$ cat src/rtl/seq_divider.sv
// seq_divider -- multi-cycle restoring divider (unsigned).
//
// Computes dividendin / divisorin one quotient bit per clock. A non-zero
// division takes DW CALC cycles. A zero divisor skips CALC and reports
// quotient = all ones, remainder = 0, dz = 1.
//
// Ports
//   clk        : rising-edge clock
//   reset      : synchronous, active-high
//   start      : request a division (ignored while busy)
//   dividendin : DW-bit unsigned dividend
//   divisorin  : VW-bit unsigned divisor
//   quotient   : DW-bit result, registered, holds last completed result
//   remainder  : VW-bit result, registered, holds last completed result
//   busy       : high exactly while in CALC
//   done       : one-cycle pulse when a result is presented
//   dz         : last result was a divide-by-zero
module seq_divider #(
   parameter int DW = 8,
   parameter int VW = 7
) (
   input  logic          clk,
   input  logic          reset,
   input  logic          start,
   input  logic [DW-1:0] dividendin,
   input  logic [VW-1:0] divisorin,
   output logic [DW-1:0] quotient,
   output logic [VW-1:0] remainder,
   output logic          busy,
   output logic          done,
   output logic          dz
);

   localparam int CW = $clog2(DW + 1);

   typedef enum logic [1:0] {IDLE, CALC, DONE} state_t;

   state_t        state_q;
   logic [DW-1:0] shf_q;    // dividend shifting out, quotient shifting in
   logic [VW:0]   prem_q;   // partial remainder
   logic [VW:0]   dvs_q;    // zero-extended divisor
   logic [CW-1:0] cnt_q;    // steps left
   logic [DW-1:0] quot_q;
   logic [VW-1:0] rem_q;
   logic          busy_q;
   logic          done_q;
   logic          dz_q;

   // One restoring step. The partial remainder is always below the divisor,
   // so the shifted value fits VW+1 bits and bit VW+1 of the trial is a
   // clean sign bit.
   logic [VW+1:0] shifted_d;
   logic [VW+1:0] trial_d;
   logic          qbit_d;
   logic [VW:0]   prem_d;
   logic [DW-1:0] shf_d;

   always_comb begin
      shifted_d = {prem_q, shf_q[DW-1]};
      trial_d   = shifted_d - {1'b0, dvs_q};
      qbit_d    = ~trial_d[VW+1];
      prem_d    = qbit_d ? trial_d[VW:0] : shifted_d[VW:0];
      shf_d     = {shf_q[DW-2:0], qbit_d};
   end

   always_ff @(posedge clk) begin
      if (reset) begin
         state_q <= IDLE;
         shf_q   <= '0;
         prem_q  <= '0;
         dvs_q   <= '0;
         cnt_q   <= '0;
         quot_q  <= '0;
         rem_q   <= '0;
         busy_q  <= 1'b0;
         done_q  <= 1'b0;
         dz_q    <= 1'b0;
      end else begin
         case (state_q)
            CALC: begin
               shf_q  <= shf_d;
               prem_q <= prem_d;
               cnt_q  <= cnt_q - CW'(1);
               if (cnt_q == CW'(1)) begin
                  // Final step: publish the result on the same edge.
                  quot_q  <= shf_d;
                  rem_q   <= prem_d[VW-1:0];
                  busy_q  <= 1'b0;
                  done_q  <= 1'b1;
                  state_q <= DONE;
               end
            end
            default: begin   // IDLE and DONE behave alike
               done_q <= 1'b0;
               if (start) begin
                  if (divisorin == '0) begin
                     quot_q  <= '1;
                     rem_q   <= '0;
                     dz_q    <= 1'b1;
                     done_q  <= 1'b1;
                     state_q <= DONE;
                  end else begin
                     shf_q   <= dividendin;
                     dvs_q   <= {1'b0, divisorin};
                     prem_q  <= '0;
                     cnt_q   <= CW'(DW);
                     dz_q    <= 1'b0;
                     busy_q  <= 1'b1;
                     state_q <= CALC;
                  end
               end else begin
                  state_q <= IDLE;
               end
            end
         endcase
      end
   end

   assign quotient  = quot_q;
   assign remainder = rem_q;
   assign busy      = busy_q;
   assign done      = done_q;
   assign dz        = dz_q;

endmodule
$ cat config.mk
export PLATFORM = sky130hd
export DESIGN_NAME = seq_divider
export DESIGN_NICKNAME = d
export VERILOG_FILES = /design/src/rtl/seq_divider.sv
export SDC_FILE = /design/constraint.sdc
export NUM_CORES = 1
export LEC_CHECK = 0
export CELL_PAD_IN_SITES_DETAIL_PLACEMENT = 0
export CELL_PAD_IN_SITES_GLOBAL_PLACEMENT = 1
export CORE_MARGIN = 1
export CORE_UTILIZATION = 36
export DETAILED_ROUTE_END_ITERATION = 10
export PLACE_DENSITY_LB_ADDON = 0.1
export SLEW_MARGIN = 10
export SYNTH_ARGS = -nofsm -noshare
export SYNTH_HDL_FRONTEND = slang
export SYNTH_SLANG_ARGS = --single-unit
$ cat constraint.sdc
create_clock -name clk -period 2.2 [get_ports clk]
set_clock_uncertainty 0.05 [all_clocks]
set_input_delay 0.44 -clock clk [delete_from_list [all_inputs] [get_ports clk]]
set_output_delay 0.44 -clock clk [all_outputs]
set_load 0.05 [all_outputs]
==> results.yml, run 1 <==
yosys:
  yosys.area.top_type_share_pct: 39.4
  synth.area.top_cells: "dfxtp_1 (39%), nand2_1 (6.7%), nor2_1 (5.5%), ha_1 (4.8%), mux2i_1 (4.3%)"
  syn-num-nets: 311
  syn_area_per_cell_um2: 8.25
  yosysSeqAreaShare_pct: 39.4
  yosys-top-cells-count: "dfxtp_1 (46), nand2_1 (42), nor2_1 (34), nor3_1 (19), a21oi_1 (13)"
  ys_ff_latch: 46
  synth_area_leader_cell: "dfxtp_1"
  syn-cell-area_um2: 2340
  synth_edf_count: 0
  syn_inst: 283
  synthMostInstantiatedCell: "dfxtp_1"
  ys_warn_count: 0
  ys_types: 54
  async_reset_ff_share_pct: 0
  synth_flop_cell: "dfxtp_1"
placed_design:
  dpl_cell_area_um2: 2990
  io_buffers: 35
  place_congestion: 0.792
  dp_hpwl_mm: 4.42
worst_setup_path:
  crit_type: "register to register"
  reg2reg_to: "prem_q[6]"
  rrSetupSlack_ps: -50
  cp.required_ps: 2350
  rr_worst_depth: 10
  end_kind: "register"
  crit_path_end: "prem_q[6]"
  start_kind: "register"
  critical_path.max_fanout: 8
  reg2reg_from: "shf_q[7]"
  critPathLaunch: "shf_q[7]"
  crit_arrival_ps: 2400
floorplanning:
  dieHeight_um: 82.6
  start_util_pct: 38.3
  io_pins: 36
  rows: 28
  core-area_um2: 6100
  die_w_um: 82.6
  die_area_um2: 6820
flow_run:
  maxCapViolations: 0
drt:
  drc: 0
  routed_wl_mm: 6.07
  ant_nets: 0
  drt-initial-drc-count: 92
  detail_route.first_pass.iterations: 4
  wl_per_cell_um: 14.5
  vias_per_cell: 5.27
  via_count: 2201
final_layout:
  drive_gt1_share_pct: 20.1
  multiInputGateArea_um2: 1390
  regArea_um2: 923
  nFillCells: 591
  fin_nets: 370
  diodes: 0
  area_growth_pct: 39.3
  fin_area_um2: 3250
  fin_util_pct: 53.4
global_routing:
  grt_antenna_before_repair: 0
  grt_pass1_wl_mm: 9.94
  grt_use_total_pct: 19.7
  grt_max_degree: 32
  overflow: 0
  grt_pass1_vias: 2079
clocking:
  h-tree-depth: 2
  cts.sinks: 46
  clock_latency_ps: 300
  clockRootBuffer: "clkbuf_8"
  clk_path_buf_depth: 2
  cts_tree: "built"
  numCtsBuffers: 5
  clkTransAtPathRegs_ps: 90
sta:
  fin_crit_sh_pct: 102
  slew_viol_final: 0
  rsz0062_at_grt: "true"
  fin_crit_ps: 2250
  hold_viol: 0
  setup_viol: 9
  slew_headroom_pct: 66.0
  finalSetupTns_ps: -349
  worst_pin_slew_ps: 508
  timing.fmax_mhz: 444
  postLayoutSetupSlackWorst_ps: -51.0
power_and_ir_drop:
  switching_share_pct: 34.3
  p_int_uw: 2070
  power.share.clock_pct: 24.8
  power_density_nw_per_um2: 970
  cellLeakagePower_uw: 0.00127
  p_switching_uw: 1080
  comb_power_share_pct: 44.0
  seqPwrFrac_pct: 31.3
  peakVddDrop_uv: 510
outcome:
  status: "finished with violations"
  violations: "setup timing"
worst_hold_path:
  hp-class: "register to register"
[power groups by stage]
stage | sequential [uW] | combinational (uW) | clock (uW)
5_1_grt | 995 | 1490 | 828
2_1_floorplan | 992 | 764 | 0
4_1_cts | 982 | 1350 | 796
6_report | 987 | 1390 | 782
3_5_place_dp | 998 | 1110 | 0
3_3_place_gp | 997 | 1100 | 0
[per-layer routing]
layer	routed length (um)	GRT usage (%)	part of all wire [%]	vias up
li1	-	-	-	1117
met2	2790	33.0	46	37
met1	2990	25.3	49	1038
met3	178	3.96	2.9	9
met5	0	0	0	-
met4	106	6.38	1.7	0
[layout by cell type (no fill, tap or decap), drive strengths merged, types with 2 or more instances in the layout]
cell	instances
clkbuf	6
inv	12
nand2b	5
nor3	20
xnor2	2
or4	2
bufinv	2
and3	4
nand3	5
o31ai	2
a211oi	2
a311oi	8
xor2	2
nor3b	3
nor4	4
nand2	42
ha	9
or3	2
a211o	2
nor2	34
dfxtp	46
mux2i	10
o21ai	11
clkdlybuf4s50	35
a21o	3
buf	35
a21oi	13
[worst max-delay path: stages (launching register included)]
cell     delay, ps
dfxtp_2        330
inv_2           60
ha_4           120
inv_2           30
fa_2           340
a211o_1        320
and4_4         210
nor3_4         160
buf_6          200
mux2i_2        240
o21ai_1         90
[flip-flops by register name, summed over array words and instances, names as in the netlist]
name and count:
busy 1, cnt_q 4, dvs_q 7, dz 1, prem_q 8, quotient 8, remainder 7, shf_q 8
state_q 2
[what timing repair did]
action,in CTS,in global routing
endpoints found under the setup margin,15,17
pin swaps,8,6
hold buffers,0,0
setup buffers,3,1
resized for setup,18,1
[per-stage QoR]
step	std cells	setup WS (ps)	hold WS (ps)	power, uW
6_report	418	-51.0	402	3160
2_1_floorplan	283	-62.7	386	1760
5_1_grt	418	-148	419	3310
4_1_cts	417	-50.4	405	3120
3_5_place_dp	406	-158	392	2110
3_3_place_gp	406	-89.3	391	2100
[worst min-delay path by stage]
stage / start / depth (start not counted) / to / slack (ps)
finish: remainder[1] / 2 / remainder[1] / 400
floorplan: dvs_q[1] / 2 / dvs_q[1] / 390
global route: remainder[1] / 2 / remainder[1] / 420
CTS: remainder[1] / 2 / remainder[1] / 410
global placement: remainder[1] / 2 / remainder[1] / 390
detailed placement: remainder[1] / 2 / remainder[1] / 390
[logic make-up (layout without fill, tap and decap cells)]
family / Yosys count / count (layout) / share of synthesized area (%)
muxes: 10 / 10 / 4.29
DFF: 46 / 46 / 39.4
adders and majority gates: 10 / 10 / 5.68
buffers and inverters: 30 / 90 / 5.46
xor gates and xnor gates: 4 / 4 / 1.50
and+or+nand+nor: 129 / 129 / 26.1
AOI/OAI and AO/OA: 54 / 54 / 17.5
[cell type report]
class / instances / share of cell area, %
inverter: 12 / 1.38
tap: 75 / 2.88
multi-input combinational: 207 / 42.6
timing repair buffer: 70 / 20.3
sequential: 46 / 28.4
clock inverter: 2 / 1.85
clock buffer: 6 / 2.54
(Power assumes the default switching activity.)
==> run 2: changes to the inputs <==
--- a/config.mk
+++ b/config.mk
@@ -8,7 +8,7 @@
 export CELL_PAD_IN_SITES_DETAIL_PLACEMENT = 0
 export CELL_PAD_IN_SITES_GLOBAL_PLACEMENT = 1
 export CORE_MARGIN = 1
-export CORE_UTILIZATION = 36
+export CORE_UTILIZATION = 40
 export DETAILED_ROUTE_END_ITERATION = 10
 export PLACE_DENSITY_LB_ADDON = 0.1
 export SLEW_MARGIN = 10
==> constraint.sdc (replaced) <==
create_clock -name clk -period 2.4 [get_ports clk]
set_clock_uncertainty 0.05 [all_clocks]
set_input_delay 0.48 -clock clk [delete_from_list [all_inputs] [get_ports clk]]
set_output_delay 0.48 -clock clk [all_outputs]
set_load 0.05 [all_outputs]
==> run 2 against run 1 <==
  * Count of clock-buffer cells in the layout unchanged
  * Final cell count down 4.1%
  * Global-route usage down 0.25 points
  * Core utilization up 1.0 points
  * Clock power down 36%
  * Largest power group unchanged
  * Total power down 19%
  * The flow now finishes without violations
==> results.yml, run 2 (synthesis results as in run 1) <==
clocking:
  clk_path_buf_depth: 2
  cts_tree: "built"
  clock_latency_ps: 290
  cts.sinks: 46
  h-tree-depth: 2
  clkTransAtPathRegs_ps: 90
  clockRootBuffer: "clkbuf_8"
  postCtsHoldBufs: 0
  numCtsBuffers: 5
worst_setup_path:
  crit_path_end: "remainder[1]"
  cp_common_cell: "inv_2"
  crit_type: "register to register"
  cp.required_ps: 2540
  critical_path.max_fanout: 5
  end_kind: "register"
  cp_num_cells: 10
  cpLargestDelayFamily: "adder cells"
  cpMaxStageDelayCell: "a211o_4"
  reg2reg_from: "shf_q[7]"
  start_kind: "register"
  reg2reg_to: "remainder[1]"
  critPathMaxStageDelay_ps: 390
  critPathLaunch: "shf_q[7]"
  crit_chain: "inv_2 -> ha_4 -> inv_2 -> fa_2 -> a211o_4 -> and4_4 -> nor3_4 -> buf_6 -> mux2i_2 -> o21ai_1"
  rr_worst_depth: 10
  cp_num_buf_inv: 3
  crit_arrival_ps: 2460
  rrSetupSlack_ps: 70
sta:
  fin_crit_sh_pct: 97.0
  worst_pin_slew_ps: 522
  fin_crit_ps: 2330
  hold_viol: 0
  timing.fmax_mhz: 430
  rsz0062_at_grt: "true"
  finalSetupTns_ps: 0
  slew_viol_final: 0
  holdWs_ps: 405
  setup_viol: 0
  slew_headroom_pct: 65.2
power_and_ir_drop:
  p_switching_uw: 925
  power.share.clock_pct: 19.5
  peakVddDrop_uv: 423
  seqPwrFrac_pct: 35.1
  power_density_nw_per_um2: 843
  power.total_uw: 2560
  cellLeakagePower_uw: 0.00117
  comb_power_share_pct: 45.4
  switching_share_pct: 36.2
  p_int_uw: 1630
final_layout:
  multiInputGateArea_um2: 1370
  final_common_cell: "dfxtp_1"
  area_growth_pct: 29.8
  nFillCells: 578
  fin_nets: 356
  fin_util_pct: 54.4
  diodes: 0
  regArea_um2: 923
  final_cell_mix: "dfxtp_1 (44), nand2_1 (42), clkdlybuf4s50_1 (35), nor2_1 (34), buf_4 (20)"
  drive_gt1_share_pct: 15.2
placed_design:
  place_congestion: 0.797
  dp_hpwl_mm: 4.10
  io_buffers: 35
drt:
  ant_nets: 0
  via_count: 2118
  drt-initial-drc-count: 91
  wl_per_cell_um: 14.0
  vias_per_cell: 5.28
  drc: 0
  detail_route.first_pass.iterations: 4
  routed_wl_mm: 5.63
floorplanning:
  dieHeight_um: 78.4
  die_w_um: 78.4
  core-area_um2: 5570
  io_pins: 36
  start_util_pct: 41.9
  die_area_um2: 6150
  rows: 27
global_routing:
  grt_pass1_wl_mm: 9.32
  overflow: 0
  grt_antenna_before_repair: 0
  grt_use_total_pct: 19.4
  grt_max_degree: 32
  grt_pass1_vias: 1979
outcome:
  status: "completed"
flow_run:
  maxCapViolations: 0
worst_hold_path:
  hp-class: "register to register"
## run 2: how the worst min path moves through the flow
stage          slack, ps  cells past startpoint          from            to
2_1_floorplan        390                      2      dvs_q[1]      dvs_q[1]
3_3_place_gp         390                      2  remainder[4]  remainder[4]
3_5_place_dp         400                      2            dz            dz
4_1_cts              410                      2            dz            dz
5_1_grt              430                      2  remainder[0]  remainder[0]
6_report             410                      2            dz            dz
## run 2: stage by stage
stage | instances | area, um2 | setup slack, ps
2_1_floorplan | 283 | 2340 | 68.3
3_3_place_gp | 391 | 2840 | -2.07
3_5_place_dp | 391 | 2840 | -41.9
4_1_cts | 401 | 2950 | -5.84
5_1_grt | 401 | 3030 | -31.8
6_report | 401 | 3030 | 73.1
## run 2: power by group through the flow
stage          clock (uW)  sequential [uW]  combinational (uW)
3_3_place_gp            0              910                 988
3_5_place_dp            0              910                 988
4_1_cts               516              892                1020
6_report              498              897                1160
2_1_floorplan           0              908                 698
5_1_grt               545              906                1260
## run 2: layer usage
| layer | GRT usage, % | wire length, um | vias up | share of wire (%) |
|---|---|---|---|---|
| li1 | - | - | 1094 | - |
| met1 | 24.7 | 2700 | 989 | 48 |
| met2 | 33.2 | 2740 | 29 | 49 |
| met3 | 3.72 | 139 | 6 | 2.5 |
| met4 | 5.56 | 59 | 0 | 1.0 |
| met5 | 0 | 0 | - | 0 |
## run 2: timing repair
action	4_1_cts	5_1_grt
setup endpoints to repair	12	17
resized for setup	2	17
pin swaps	3	7
setup buffers	2	1
## run 2: final cells by class
| class | count | share of cell area (%) |
|---|---|---|
| Tap cell | 72 | 2.97 |
| Timing Repair Buffer | 56 | 16.9 |
| Multi-Input combinational cell | 207 | 45.1 |
| Inverter | 12 | 1.49 |
| Sequential cell | 46 | 30.4 |
| Clock buffer | 6 | 2.72 |
| Clock inverter | 2 | 0.413 |
## run 2: worst min-delay path: cells and delay by family, from the launching register on
kind             cells  cell delay [ps]
flip-flops           1              310
AND/OR/NAND/NOR      1               50
AO/OA/AOI/OAI        1               50
